File: src/rtl/ps2_scancode_decoder_if.sv
// Scan-code input and key-event output bundle of the PS/2 scan-code decoder.
// The slave side is the decoder; the master side is the deserialiser/consumer.
interface ps2_scancode_decoder_if;
    logic       valid_scan_code;
    logic [7:0] scan_code;
    logic       evt_valid;
    logic [9:0] evt_data;
    logic       evt_ready;
    logic       overflow;
    logic       proto_err;

    modport slave (
        input  valid_scan_code, scan_code, evt_ready,
        output evt_valid, evt_data, overflow, proto_err
    );

    modport master (
        output valid_scan_code, scan_code, evt_ready,
        input  evt_valid, evt_data, overflow, proto_err
    );
endinterface

File: src/rtl/ps2_scancode_decoder.sv
// Set-2 scan-code prefix decoder (E0/F0/E1) with status-byte filtering,
// prefix timeout and a show-ahead event FIFO.
module ps2_scancode_decoder #(
    parameter int DEPTH   = 4,
    parameter int TIMEOUT = 2000000
) (
    input logic                   clk,
    input logic                   reset_n,
    ps2_scancode_decoder_if.slave bus
);
    localparam int AW = $clog2(DEPTH);
    localparam int TW = $clog2(TIMEOUT + 1);

    typedef enum logic [2:0] {S_IDLE, S_EXT, S_BRK, S_EXT_BRK, S_PAUSE} state_t;

    function automatic logic is_status(input logic [7:0] b);
        case (b)
            8'h00, 8'hFF, 8'hAA, 8'hFA, 8'hEE, 8'hFE, 8'hFC: return 1'b1;
            default: return 1'b0;
        endcase
    endfunction

    state_t        r_state, w_next;
    logic          r_valid_d;
    logic [2:0]    r_pause_cnt, w_pause_nxt;
    logic [TW-1:0] r_tmo_cnt;
    logic          w_byte_stb, w_timeout, w_emit, w_perr;
    logic [9:0]    w_evt;
    logic [7:0]    w_b;

    logic [9:0]    r_mem [DEPTH];
    logic [AW:0]   r_wptr, r_rptr;
    logic [9:0]    r_last;
    logic          r_ovf, r_perr;
    logic          w_empty, w_full, w_pop, w_push, w_drop;

    assign w_b        = bus.scan_code;
    assign w_byte_stb = bus.valid_scan_code & ~r_valid_d;
    assign w_timeout  = (r_state != S_IDLE) && (r_tmo_cnt == TW'(TIMEOUT - 1));

    always_ff @(posedge clk or negedge reset_n) begin
        if (!reset_n) begin
            r_state     <= S_IDLE;
            r_valid_d   <= 1'b1;
            r_pause_cnt <= '0;
            r_tmo_cnt   <= '0;
        end else begin
            r_state     <= w_next;
            r_valid_d   <= bus.valid_scan_code;
            r_pause_cnt <= w_pause_nxt;
            if (w_byte_stb || r_state == S_IDLE || w_timeout)
                r_tmo_cnt <= '0;
            else
                r_tmo_cnt <= r_tmo_cnt + TW'(1);
        end
    end

    // A byte arriving in the timeout cycle is decoded in the current state.
    always_comb begin
        w_next      = r_state;
        w_pause_nxt = r_pause_cnt;
        w_emit      = 1'b0;
        w_evt       = '0;
        w_perr      = 1'b0;
        if (w_byte_stb) begin
            case (r_state)
                S_IDLE: begin
                    if (w_b == 8'hE0) w_next = S_EXT;
                    else if (w_b == 8'hF0) w_next = S_BRK;
                    else if (w_b == 8'hE1) begin
                        w_next      = S_PAUSE;
                        w_pause_nxt = '0;
                    end else if (!is_status(w_b)) begin
                        w_emit = 1'b1;
                        w_evt  = {2'b00, w_b};
                    end
                end
                S_EXT: begin
                    if (w_b == 8'hF0) w_next = S_EXT_BRK;
                    else if (w_b == 8'hE0) w_next = S_EXT;
                    else if (w_b == 8'h12 || w_b == 8'h59) w_next = S_IDLE;
                    else if (w_b == 8'hE1) begin
                        w_perr = 1'b1;
                        w_next = S_IDLE;
                    end else begin
                        w_emit = 1'b1;
                        w_evt  = {2'b01, w_b};
                        w_next = S_IDLE;
                    end
                end
                S_BRK: begin
                    w_next = S_IDLE;
                    if (w_b == 8'hE0 || w_b == 8'hF0 || w_b == 8'hE1) w_perr = 1'b1;
                    else begin
                        w_emit = 1'b1;
                        w_evt  = {2'b10, w_b};
                    end
                end
                S_EXT_BRK: begin
                    w_next = S_IDLE;
                    if (w_b == 8'hE0 || w_b == 8'hF0 || w_b == 8'hE1) w_perr = 1'b1;
                    else if (w_b != 8'h12 && w_b != 8'h59) begin
                        w_emit = 1'b1;
                        w_evt  = {2'b11, w_b};
                    end
                end
                S_PAUSE: begin
                    // Seven bytes follow the leading E1; only their count matters.
                    if (r_pause_cnt == 3'd6) begin
                        w_emit = 1'b1;
                        w_evt  = 10'h177;
                        w_next = S_IDLE;
                    end else begin
                        w_pause_nxt = r_pause_cnt + 3'd1;
                    end
                end
                default: w_next = S_IDLE;
            endcase
        end else if (w_timeout) begin
            w_next = S_IDLE;
        end
    end

    assign w_empty = (r_wptr == r_rptr);
    assign w_full  = (r_wptr[AW] != r_rptr[AW]) && (r_wptr[AW-1:0] == r_rptr[AW-1:0]);
    assign w_pop   = bus.evt_ready & ~w_empty;
    assign w_push  = w_emit & (~w_full | w_pop);
    assign w_drop  = w_emit & w_full & ~w_pop;

    always_ff @(posedge clk or negedge reset_n) begin
        if (!reset_n) begin
            for (int i = 0; i < DEPTH; i++) r_mem[i] <= '0;
            r_wptr <= '0;
            r_rptr <= '0;
            r_last <= '0;
            r_ovf  <= 1'b0;
            r_perr <= 1'b0;
        end else begin
            if (w_push) begin
                r_mem[r_wptr[AW-1:0]] <= w_evt;
                r_wptr                <= r_wptr + 1'b1;
            end
            if (w_pop) begin
                r_last <= r_mem[r_rptr[AW-1:0]];
                r_rptr <= r_rptr + 1'b1;
            end
            r_ovf  <= w_drop;
            r_perr <= w_perr;
        end
    end

    // While empty, the output keeps showing the most recently popped head.
    assign bus.evt_valid = ~w_empty;
    assign bus.evt_data  = w_empty ? r_last : r_mem[r_rptr[AW-1:0]];
    assign bus.overflow  = r_ovf;
    assign bus.proto_err = r_perr;
endmodule

File: src/flat_wrapper.sv
// flat-port wrapper written by rule: the top's interface ports become plain ports
module ps2_scancode_decoder_flat 
#(
    parameter int DEPTH   = 4,
    parameter int TIMEOUT = 2000000
)
  (clk, reset_n, bus_valid_scan_code, bus_scan_code, bus_evt_ready, bus_evt_valid, bus_evt_data, bus_overflow, bus_proto_err);
  ps2_scancode_decoder_if bus_i ();
  input logic clk;
  input logic reset_n;
  input wire logic [$bits(bus_i.valid_scan_code)-1:0] bus_valid_scan_code;
  input wire logic [$bits(bus_i.scan_code)-1:0] bus_scan_code;
  input wire logic [$bits(bus_i.evt_ready)-1:0] bus_evt_ready;
  output wire logic [$bits(bus_i.evt_valid)-1:0] bus_evt_valid;
  output wire logic [$bits(bus_i.evt_data)-1:0] bus_evt_data;
  output wire logic [$bits(bus_i.overflow)-1:0] bus_overflow;
  output wire logic [$bits(bus_i.proto_err)-1:0] bus_proto_err;
  assign bus_i.valid_scan_code = bus_valid_scan_code;
  assign bus_i.scan_code = bus_scan_code;
  assign bus_i.evt_ready = bus_evt_ready;
  assign bus_evt_valid = bus_i.evt_valid;
  assign bus_evt_data = bus_i.evt_data;
  assign bus_overflow = bus_i.overflow;
  assign bus_proto_err = bus_i.proto_err;
  ps2_scancode_decoder #(.DEPTH(DEPTH), .TIMEOUT(TIMEOUT)) u_core (.clk(clk), .reset_n(reset_n), .bus(bus_i));
endmodule
File: config.mk
export PLATFORM = sky130hd
export DESIGN_NAME = ps2_scancode_decoder_flat
export DESIGN_NICKNAME = d
export VERILOG_FILES = /design/src/rtl/ps2_scancode_decoder_if.sv /design/src/rtl/ps2_scancode_decoder.sv /design/src/flat_wrapper.sv
export SDC_FILE = /design/constraint.sdc
export NUM_CORES = 1
export LEC_CHECK = 0
export ABC_AREA = 1
export CORE_ASPECT_RATIO = 0.8
export CORE_MARGIN = 2
export CORE_UTILIZATION = 54
export CTS_CLUSTER_DIAMETER = 200
export DETAILED_ROUTE_END_ITERATION = 10
export GPL_TIMING_DRIVEN = 0
export PLACE_DENSITY_LB_ADDON = 0.08
export SLEW_MARGIN = 20
export SYNTH_ARGS = -nofsm -noshare
export SYNTH_HDL_FRONTEND = slang
export SYNTH_SLANG_ARGS = --single-unit
export TNS_END_PERCENT = 50
File: constraint.sdc
create_clock -name clk -period 1.65 [get_ports clk]
set_input_delay 0.495 -clock clk [delete_from_list [all_inputs] [get_ports clk]]
set_output_delay 0.495 -clock clk [all_outputs]
set_load 0.02 [all_outputs]
* After elaboration in Yosys (flattened, before gate mapping)
Cells that the tools add are included.
** Word-level totals
- Flip-flop bits (word level) :: 86
- Bits of input ports :: 12
- Output and inout port bits :: 13
- Word-level logic and storage cells :: 141
** Operators by class
- Add/subtract/negate cells :: 4
- $lt $le $gt $ge :: 3
- Equal/unequal tests :: 28
- Multiplexer cells :: 63
- Bitwise gates (word level) :: 12
- Reduce and logical (&&, ||, !) cells :: 18
** Operators with widths (number)
- 2-to-1 mux 10 bit :: 14
- == test 8 bit, second input constant :: 9
- case mux 10 bit (5 select lines) :: 1
- bitwise mux 40 bit :: 1
- 2-to-1 mux 3 bit :: 11
- 2-to-1 mux 1 bit :: 26
- adder 21 x 1 -> 21 bit, second input constant :: 1
- == test 21 bit, second input constant :: 1
- 2-to-1 mux 21 bit :: 1
- binary-select mux 10 bit (select 2 bit) :: 1
- demux 10 bit (select 2 bit) :: 1
- 2-to-1 mux 9 bit :: 2
- adder 3 x 1 -> 3 bit, second input constant :: 3
- case mux 3 bit (3 select lines) :: 1
- == test 8 x 5 -> 1 bit, second input constant :: 1
- == test 8 x 7 -> 1 bit, second input constant :: 1
- logical NOT 8 bit :: 1
- 2-to-1 mux 8 bit :: 1
- inequality test 2 bit, second input constant :: 4
- inequality test 8 x 5 -> 1 bit, second input constant :: 1
- inequality test 8 x 7 -> 1 bit, second input constant :: 1
- OR reduction 7 bit :: 1
- == test 3 x 2 -> 1 bit, second input constant :: 2
- == test 3 bit, second input constant :: 2
- 23 further kinds :: 40

* Longest topological paths before layout
Gate-level depths: netlist of the first run.
- Word-level depth :: 16
- Mapped depth :: 14
- Depth with buffers taken out :: 13

* Worst setup path after synthesis of the first run
OpenSTA, ideal clock, no wires.
- Path type :: register -> output
- Start :: register u_core.r_wptr[0]
- End :: output port bus_evt_data[0]
- Arrival :: 1575 ps
- Required time :: 1155 ps
- Path slack :: -420 ps
- Stages on the path, launching flop included :: 5
- Path buffers :: 1
- Path through :: dfrtp_1 -> xnor2_1 -> nand3_1 -> clkbuf_1 -> o21ai_0
** On the way
- Cells in the longest elaborated chain, start to end :: 2
** RTL lines
- start: declaration :: RTL line ps2_scancode_decoder.sv:32 : logic [AW:0] r_wptr, r_rptr;
- start signal: assignment :: RTL line ps2_scancode_decoder.sv:141 : r_wptr <= r_wptr + 1'b1;
- == test 3 bit :: RTL line ps2_scancode_decoder.sv:124 : assign w_empty = (r_wptr == r_rptr);
- 2-to-1 mux 10 bit :: RTL line ps2_scancode_decoder.sv:154 : assign bus.evt_data = w_empty ? r_last : r_mem[r_rptr[AW-1:0]];
- end: declaration :: RTL line flat_wrapper.sv:15 : output wire logic [$bits(bus_i.evt_data)-1:0] bus_evt_data;
Every way passes these cells.

* Worst setup path after layout of the first run
- Start :: register u_core.r_rptr[0]
- End :: output port bus_evt_data[7]
** On the way
- Cells in the longest elaborated chain, start to end :: 5
- Elaborated cells between the ends (all ways) :: 6
- Those cells by class :: eq/ne (1); mux (4); bitwise (1)
** RTL lines
- start: declaration :: RTL line ps2_scancode_decoder.sv:32
- start signal: assignment :: RTL line ps2_scancode_decoder.sv:145 : r_rptr <= r_rptr + 1'b1;
- inverter 2 -> 3 bit (not written as such) :: RTL line ps2_scancode_decoder.sv:154
- binary-select mux 10 bit (select 2 bit) :: RTL line ps2_scancode_decoder.sv:154
- 2-to-1 mux 10 bit (not written as such) (2 in a row) :: RTL line ps2_scancode_decoder.sv:154
- 2-to-1 mux 10 bit (*) :: RTL line ps2_scancode_decoder.sv:154
Mark *: on every way between the ends. The rest lies on a longest branch, timed or not. The select of a mux whose other input is x is not followed.

==> impl_metrics.tcl, run 1 <==
set metrics [dict create \
    gr-total-overflow 0 \
    drt_wl_total_um 17670 \
    rsz0062_at_grt "yes" \
    final_common_cell "nand2_1" \
    syn_inst 589 \
    cts.sinks 86 \
    start_util 0.5581 \
    layout_common_cells "nand2_1 (82), dfrtp_1 (77), nand2_2 (52)" \
    cap_violations 0 \
    viasPerCell 6.361 \
    coreArea_sq_um 8521 \
    crit_chain "clkbuf_8 > o21ai_2 > o22ai_4 > nand2_2 > o21ai_4 > buf_6" \
    cpMaxStageDelayCell "dfrtp_2" \
    synth_top_area_share 0.4473 \
    htreeDepth 3 \
    die_area_sq_um 9578 \
    r2r_start "u_core.r_tmo_cnt[0]$_DFF_PN0_" \
    report.final.slew_viol_count 0 \
    power_frac_clock 0.136 \
    met2_usage 0.4805 \
    yosysWarnings 0 \
    p_total_mw 11.56 \
    clk_latency_ps 380 \
    numPortBuffers 24 \
    whs_ps 144.3 \
    yosys.area.top_type "dfrtp_1" \
    swShare 0.4406 \
    crit_required_ps 1150 \
    dp_hpwl_um 8245 \
    die_h_um 87.94 \
    pwr-share-seq 0.282 \
    grt_usage 0.3065 \
    end_kind "output pin" \
    internal_power_mw 6.466 \
    crit_family "flip-flops" \
    synthTopCellsByArea "dfrtp_1 (45%), nand2_1 (11%), o21ai_0 (5.2%)" \
    cp-start-kind "flip-flop" \
    setup_slack_ps -700.8 \
    combPwrFrac 0.582 \
    crit_buf_inv 2 \
    fmax_mhz 425.4 \
    tightest_slew_ps 647.2 \
    setup_violations 78 \
    synthToLayoutAreaGrowth_pct 49.22 \
    dr.pass1.iters 6 \
    crit_fanout 6 \
    grt_util_met1 0.4218 \
    synth_edf_count 0 \
    ys_seq_elements 86 \
    cts-root-buf "clkbuf_8" \
    period_needed_ps 2351 \
    clockBufferDepth 2 \
    p_per_area_nw_per_um2 1629 \
    drt_iter0_drc 442 \
    outcome "finished, violations left" \
    busiest_layer "met2" \
    syn_area_sq_um 4756 \
    dieWidth_um 108.9 \
    ys_types 39 \
    grtUsageMet3 0.07292 \
    power.switching_mw 5.092 \
    leakagePower_nw 3.065 \
    gp_congestion 0.9395 \
    hp-class "in -> async" \
    numCtsBuffers 9 \
    num_vias 5108 \
    rows 30 \
    grt_max_degree 49 \
    cts_tree "built" \
    grt_pass1_vias 4502 \
    place_area_sq_um 5369 \
    finalHoldViolCount 0 \
    finalClockSkew_ps 13.84 \
    layout.nets 706 \
    synth_fp_nets 609 \
    synth-async-reset-ratio 1.000 \
    path_class "reg -> out" \
    design_area_sq_um 7097 \
    layout-drive-gt1-share 0.4834 \
    antenna_found_initial 0 \
    synth_seq_area_share 0.4528 \
    fin_crit_sh 1.425 \
    routedWlPerCell_um 22.00 \
    dp.cells 726 \
    grt_pass1_wl_um 22480 \
    cp.arrival_ps 1860 \
    max_slew_margin 0.5685 \
    final_util 0.8329 \
    ioPinCount 25 \
    synth-main-ff-cell "dfrtp_1" \
    avgSynthCellArea_sq_um 8.074 \
    instances_no_fill 803 \
    crit_start "u_core.r_rptr[0]$_DFFE_PN0P_" \
    remaining_drc_errors 0 \
    violations "setup timing" \
    vdd_drop_max_mv 1.483 \
    cpPeakStageDelay_ps 520 \
    n_antenna_cell 0 \
    clkTransAtPathRegs_ps 90 \
    drtAntennaViolNets 0 \
]
-- cells by family (layout without fill, tap and decap cells) --
logic type | after synthesis | in the layout | share of synthesized area
buffers and inverters | 69 | 170 | 0.06446
AOI/OAI and AO/OA | 115 | 116 | 0.1376
and+or+nand+nor | 297 | 297 | 0.2983
DFF | 86 | 86 | 0.4528
xor gates and xnor gates | 14 | 14 | 0.02578
adders and majority gates | 8 | 8 | 0.02105
-- cell usage after synthesis (2+ instances only) --
cell type	number
or2_2	2
o21ai_1	23
a21oi_1	13
inv_1	50
nand2_2	3
o22ai_1	10
nor3b_1	6
nand3_4	4
buf_2	2
nor3_1	13
a211oi_1	3
xor2_1	6
ha_1	8
nor4_1	4
nor2_4	2
o31ai_1	2
dfrtp_1	85
o21ai_2	9
nand2_4	4
xnor2_1	8
buf_8	4
o21ai_0	49
nand3_1	35
a31oi_1	2
nand4_1	11
clkbuf_1	10
nand2_1	143
nor2_1	59
inv_2	3
nor2_2	4
nand3_2	4
-- cell type report --
cell class | count | area (sq um)
multi-input cells | 435 | 3267
flip-flops and latches | 86 | 2163
fillers | 445 | 1424
repair buffers | 85 | 874.6
plain buffers | 16 | 234.0
inverters | 53 | 212.7
clock buffers | 14 | 192.7
well taps | 112 | 140.1
clock inverters | 2 | 12.51
-- repair_timing --
action	in CTS	in global routing
resized for setup	279	123
endpoints found under the hold margin	0	0
setup endpoints to repair	93	91
cloned	8	3
buffers inserted	29	21
pin swaps	45	29
hold buffers	0	0
-- metal layers --
metal	wire length [um]	part of all wire	vias to the layer above
met3	1755	0.099	137
met1	6605	0.37	2433
li1	-	-	2163
met2	8273	0.47	375
met4	1031	0.058	0
met5	0	0	-
-- flip-flops by register name (all words and copies together) (netlist names) --
signal	cells
u_core.bus.proto_err	1
u_core.r_state	3
u_core.bus.overflow	1
u_core.r_valid_d	1
u_core.r_pause_cnt	3
u_core.r_mem	40
u_core.r_last	10
u_core.r_rptr	3
u_core.r_tmo_cnt	21
u_core.r_wptr	3
-- path summary, 6_finish.rpt --
kind	end	slack, ps	cells past startpoint
max	bus_evt_data[7]	-700	6
min	u_core.r_tmo_cnt[2]$_DFF_PN0_	140	1
max reg2reg	u_core.r_tmo_cnt[20]$_DFF_PN0_	-450	12
min reg2reg	u_core.r_mem[11]$_DFFE_PN0P_	510	2
max in group asynchronous	u_core.r_wptr[0]$_DFFE_PN0P_	830	2
min in group clk	u_core.r_valid_d$_DFF_PN1_	280	1
-- power groups by stage --
stage	clock (mW)	sequential (mW)	combinational (mW)
detailed placement	0	3.02	4.07
floorplan	0	2.92	2.90
CTS	1.54	3.11	5.84
finish	1.57	3.26	6.73
global route	1.65	3.29	7.07
global placement	0	3.00	3.94
-- metrics by stage --
stage                     worst slack (ps)  TNS, ps
final                               -700.8   -20260
after floorplan                     -72.74    -2625
after CTS                           -573.0    -8681
after global routing                -729.9   -25900
after global placement               -3016  -321410
after detailed placement             -1083   -65800
No activity file was read; power rests on OpenSTA's default activity.
==> inputs of run 2 (changes only) <==
Settings changed: CORE_UTILIZATION 54 to 45, CTS_CLUSTER_SIZE from default to 30.
==> impl_metrics.tcl, run 2 (same netlist as run 1, synthesis figures left out) <==
set metrics [dict create \
    dieWidth_um 118.9 \
    rsz0062_at_grt "yes" \
    largest_register_ffs 40 \
    vdd_drop_max_mv 0.6816 \
    layout.nets 706 \
    pre_cts_slack_ps -1110 \
    nFillCells 763 \
    layout-drive-gt1-share 0.4414 \
    setup_violations 76 \
    leakagePower_nw 3.122 \
    finalClockSkew_ps 7.807 \
    hp-class "in -> async" \
    r2r_end "u_core.r_mem[0]$_DFFE_PN0P_" \
    design_area_sq_um 7157 \
    crit_required_ps 1150 \
    max_slew_margin 0.5652 \
    violations "setup timing" \
    routedWlPerCell_um 16.96 \
    cpPeakStageDelay_ps 500 \
    viasPerCell 5.513 \
    drt_iter0_drc 339 \
    n_antenna_cell 0 \
    start_util 0.4626 \
    cp.arrival_ps 1710 \
    report.final.slew_viol_count 0 \
    tightest_slew_ps 652.2 \
    num_vias 4581 \
    final_util 0.6961 \
    p_per_area_nw_per_um2 1601 \
    cts-root-buf "clkbuf_16" \
    die_area_sq_um 11410 \
    antenna_found_initial 0 \
    clk_latency_ps 340 \
    synthToLayoutAreaGrowth_pct 50.49 \
    clockBufferDepth 2 \
    crit_chain "clkinv_4 > buf_8 > nor2_2 > o22ai_2 > nand2_4 > o21ai_4 > buf_6" \
    place_area_sq_um 5404 \
    finalHoldViolCount 0 \
    dp_hpwl_um 8596 \
    top_register "u_core.r_mem" \
    gr-total-overflow 0 \
    grt_pass1_vias 4267 \
    path_class "reg -> out" \
    swShare 0.4101 \
    internal_power_mw 6.759 \
    rows 33 \
    cp-start-kind "flip-flop" \
    cts_tree "built" \
    grt_usage 0.2522 \
    remaining_drc_errors 0 \
    clkTransAtPathRegs_ps 60 \
    numCtsBuffers 9 \
    end_kind "output pin" \
    pwr-share-seq 0.280 \
    whs_ps 186.5 \
    numPortBuffers 24 \
    r2r_start "u_core.r_state[0]$_DFFE_PN0P_" \
    htreeDepth 3 \
    cpMaxStageDelayCell "dfrtp_2" \
    r2r_slack_ps -280 \
    fin_crit_sh 1.333 \
    layout_common_cells "nand2_1 (80), dfrtp_1 (77), nor2_1 (45)" \
    die_h_um 95.95 \
    fin_setup_tns_ps -17590 \
    grt_pass1_wl_um 22240 \
    dr.pass1.iters 5 \
    ff2ff_path_depth 11 \
    power.switching_mw 4.699 \
    grt_max_degree 49 \
    gp_congestion 0.9161 \
    drtAntennaViolNets 0 \
    coreArea_sq_um 10280 \
    power_frac_clock 0.172 \
    outcome "finished, violations left" \
    drt_wl_total_um 14090 \
    combPwrFrac 0.549 \
    crit_fanout 5 \
    cts.sinks 86 \
    reg_top3 "u_core.r_mem x40, u_core.r_tmo_cnt x21, u_core.r_last x10" \
    final_common_cell "nand2_1" \
    setup_slack_ps -550.1 \
    ioPinCount 25 \
    fmax_mhz 454.5 \
    cts_hold_buf 0 \
    period_needed_ps 2200 \
    cap_violations 0 \
]
[run 2: cell count changes in the layout (fill, tap and decap cells not counted), moves of 4 or more]
cell | before | now
clkbuf_8 | 24 | 3
nand2_4 | 15 | 34
nand2_2 | 52 | 35
nor2_1 | 32 | 45
clkbuf_16 | 4 | 13
o21ai_0 | 10 | 19
buf_8 | 5 | 12
nor2_2 | 15 | 8
nor2_4 | 18 | 12
o21ai_2 | 34 | 28
buf_6 | 30 | 26
nand3_1 | 26 | 30
[run 2: worst max-delay path: cells and delay by family, from the launching register on]
kind | cells | cell delay, ps
AOI/OAI and AO/OA | 2 | 370
DFF | 1 | 500
and+or+nand+nor | 2 | 120
buffers and inverters | 3 | 380
[run 2: routing by layer]
metal | part of all wire | track usage
met2 | 0.46 | 0.3716
met1 | 0.47 | 0.3649
met3 | 0.053 | 0.04799
met4 | 0.019 | 0.1052
met5 | 0 | 0
[run 2: area by class of cell]
type                            count  area, sq um  share of cell area
Multi-Input combinational cell    435         3167              0.4425
Sequential cell                    86         2163              0.3023
Timing Repair Buffer               86        928.4              0.1297
Clock buffer                       14        274.0             0.03829
Inverter                           53        217.7             0.03042
Buffer                             15        216.5             0.03024
Tap cell                          140        175.2             0.02448
Clock inverter                      2        15.01            0.002098
[run 2: power groups by stage]
stage / registers [mW] / clock network (mW) / logic (mW)
after floorplan: 2.92 / 0 / 2.90
after global placement: 3.00 / 0 / 3.97
after detailed placement: 3.03 / 0 / 4.09
after CTS: 3.05 / 2.00 / 5.64
after global routing: 3.26 / 2.10 / 6.71
final: 3.20 / 1.97 / 6.29
[run 2: timing repair]
action | 4_1_cts | 5_1_grt
setup endpoints to repair | 95 | 89
buffers inserted | 40 | 12
hold endpoints to repair | 0 | 0
pin swaps | 45 | 32
resized for setup | 268 | 107
cloned | 9 | 1
[run 2: how the worst max path moves through the flow]
| stage | start | end | cells after the start |
|---|---|---|---|
| after floorplan | bus_scan_code[6] | u_core.r_mem[31]$_DFFE_PN0P_ | 14 |
| after global placement | reset_n | u_core.r_wptr[1]$_DFFE_PN0P_ | 1 |
| after detailed placement | bus_scan_code[1] | u_core.r_mem[9]$_DFFE_PN0P_ | 13 |
| after CTS | u_core.r_rptr[0]$_DFFE_PN0P_ | bus_evt_data[5] | 5 |
| after global routing | u_core.r_rptr[0]$_DFFE_PN0P_ | bus_evt_data[3] | 6 |
| final | u_core.r_rptr[0]$_DFFE_PN0P_ | bus_evt_data[8] | 7 |
[run 2: metrics by stage]
step | std cells | total power [mW]
after CTS | 819 | 10.69
after detailed placement | 754 | 7.115
final | 831 | 11.46
after global routing | 831 | 12.06
after floorplan | 589 | 5.821
after global placement | 753 | 6.978
==> inputs of run 3 (changes only) <==
Settings changed: CORE_UTILIZATION 45 to 48.
==> impl_metrics.tcl, run 3 (same netlist as run 1, synthesis figures left out) <==
set metrics [dict create \
    outcome "finished, violations left" \
    violations "setup timing" \
    path_class "reg -> out" \
    period_needed_ps 2280 \
    clk_latency_ps 350 \
    fin_setup_tns_ps -17930 \
    reg_top3 "u_core.r_mem x40, u_core.r_tmo_cnt x21, u_core.r_last x10" \
    met3_length_um 771 \
    p_per_area_nw_per_um2 1607 \
    top_register "u_core.r_mem" \
    leakagePower_nw 3.061 \
    n_antenna_cell 0 \
    finalHoldViolCount 0 \
    die_area_sq_um 10730 \
    fmax_mhz 438.6 \
    dp_hpwl_um 8433 \
    grt_max_degree 50 \
    crit_family "flip-flops" \
    cp-start-kind "flip-flop" \
    viasPerCell 5.481 \
    num_vias 4527 \
    crit_start "u_core.r_rptr[0]$_DFFE_PN0P_" \
    setup_violations 78 \
    htreeDepth 3 \
    crit_fanout 10 \
    cap_violations 0 \
    highest_layer "met4" \
    r2r_slack_ps -290 \
    numPortBuffers 24 \
    die_h_um 93.03 \
    start_util 0.4929 \
    largest_register_ffs 40 \
    clockBufferDepth 2 \
    crit_buf_inv 2 \
    wl_met2_um 6562 \
    dieWidth_um 115.3 \
    r2r_start "u_core.r_state[0]$_DFFE_PN0P_" \
    layout.nets 706 \
    setup.worst_path.end "bus_evt_data[8]" \
    rows 32 \
    grt_pass1_vias 4329 \
    hp-class "in -> async" \
    antenna_found_initial 0 \
    dr.pass1.iters 5 \
    p_total_mw 11.41 \
    crit_chain "buf_4 > nor2_1 > o22ai_4 > nand2_2 > o21ai_4 > buf_6" \
    cts.sinks 86 \
    drtAntennaViolNets 0 \
    max_slew_margin 0.6571 \
    m1WireLength_um 6657 \
    ff2ff_path_depth 12 \
    layout-drive-gt1-share 0.4522 \
    fin_crit_sh 1.382 \
    clkTransAtPathRegs_ps 60 \
    cts-root-buf "clkbuf_16" \
    synthToLayoutAreaGrowth_pct 49.28 \
    remaining_drc_errors 0 \
    gp_congestion 0.9191 \
    pre_cts_slack_ps -1110 \
    end_kind "output pin" \
    rsz0062_at_grt "yes" \
    grt_usage 0.2721 \
    report.final.slew_viol_count 0 \
    routedWlPerCell_um 17.33 \
    vdd_drop_max_mv 0.7795 \
    cpPeakStageDelay_ps 500 \
    coreArea_sq_um 9649 \
    r2r_end "u_core.r_mem[19]$_DFFE_PN0P_" \
    cp.arrival_ps 1780 \
    drt_wl_total_um 14310 \
    numCtsBuffers 9 \
    grt_pass1_wl_um 22510 \
    setup_slack_ps -629.8 \
    cpMaxStageDelayCell "dfrtp_2" \
    tightest_slew_ps 510.9 \
    final_common_cell "nand2_1" \
    cts_tree "built" \
    gr-total-overflow 0 \
    finalClockSkew_ps 6.495 \
    crit_required_ps 1150 \
    crit_cells 6 \
    nFillCells 670 \
    drt_iter0_drc 314 \
    layout_common_cells "nand2_1 (80), dfrtp_1 (76), nand2_2 (49), buf_4 (49)" \
    ioPinCount 25 \
]
## run 3: layout make-up
class	count	area, sq um	area share
Timing Repair Buffer	85	873.3	0.1230
Sequential cell	86	2165	0.3049
Clock buffer	12	236.5	0.03331
Tap cell	136	170.2	0.02397
Multi-Input combinational cell	435	3166	0.4459
Inverter	53	216.5	0.03049
Clock inverter	3	46.29	0.006521
Buffer	16	226.5	0.03190
## run 3: worst min-delay path by stage
| stage | to | cells after the start |
|---|---|---|
| 6_report | u_core.r_tmo_cnt[3]$_DFF_PN0_ | 1 |
| 3_3_place_gp | u_core.r_mem[25]$_DFFE_PN0P_ | 2 |
| 2_1_floorplan | u_core.bus.overflow$_DFF_PN0_ | 0 |
| 4_1_cts | u_core.r_tmo_cnt[15]$_DFF_PN0_ | 1 |
| 5_1_grt | u_core.r_tmo_cnt[3]$_DFF_PN0_ | 1 |
| 3_5_place_dp | u_core.r_mem[25]$_DFFE_PN0P_ | 2 |
## run 3: worst register-to-register path: stages (launching register included)
cell     delay, ps
dfrtp_2        440
nor2_4         220
nand2_4         90
nor2_4         140
nand3_2        100
nand2_2        100
nand2_4         70
nand2_8         90
buf_12         110
nand3_4        130
buf_12         200
nand2_2         50
o21ai_1         70
## run 3: routing by layer
metal  up-vias  GRT usage
met1      2181     0.3982
met4         0    0.07831
met3        33    0.05379
li1       2170          -
met5         -          0
met2       143     0.4108
## run 3: repair_timing
action,CTS,global route
pin swaps,40,42
gates cloned,9,0
endpoints found under the setup margin,94,89
hold buffers,0,0
setup buffers,37,16
resized for setup,235,145
## run 3: power breakdown
part | internal, mW | total, mW | switching [mW]
Sequential | 2.65 | 3.16 | 0.517
Combinational | 2.89 | 6.23 | 3.34
Clock | 1.17 | 2.01 | 0.841
Total | 6.71 | 11.4 | 4.70
## run 3: metrics by stage
step	std cells	area [sq um]	util	hold slack (ps)
after floorplan	589	4971	-	199.4
after global placement	749	5381	0.5577	459.1
final	826	7099	0.7357	121.7
after global routing	826	7099	0.7357	157.4
after detailed placement	750	5406	0.5603	461.6
after CTS	810	6579	0.6818	140.5
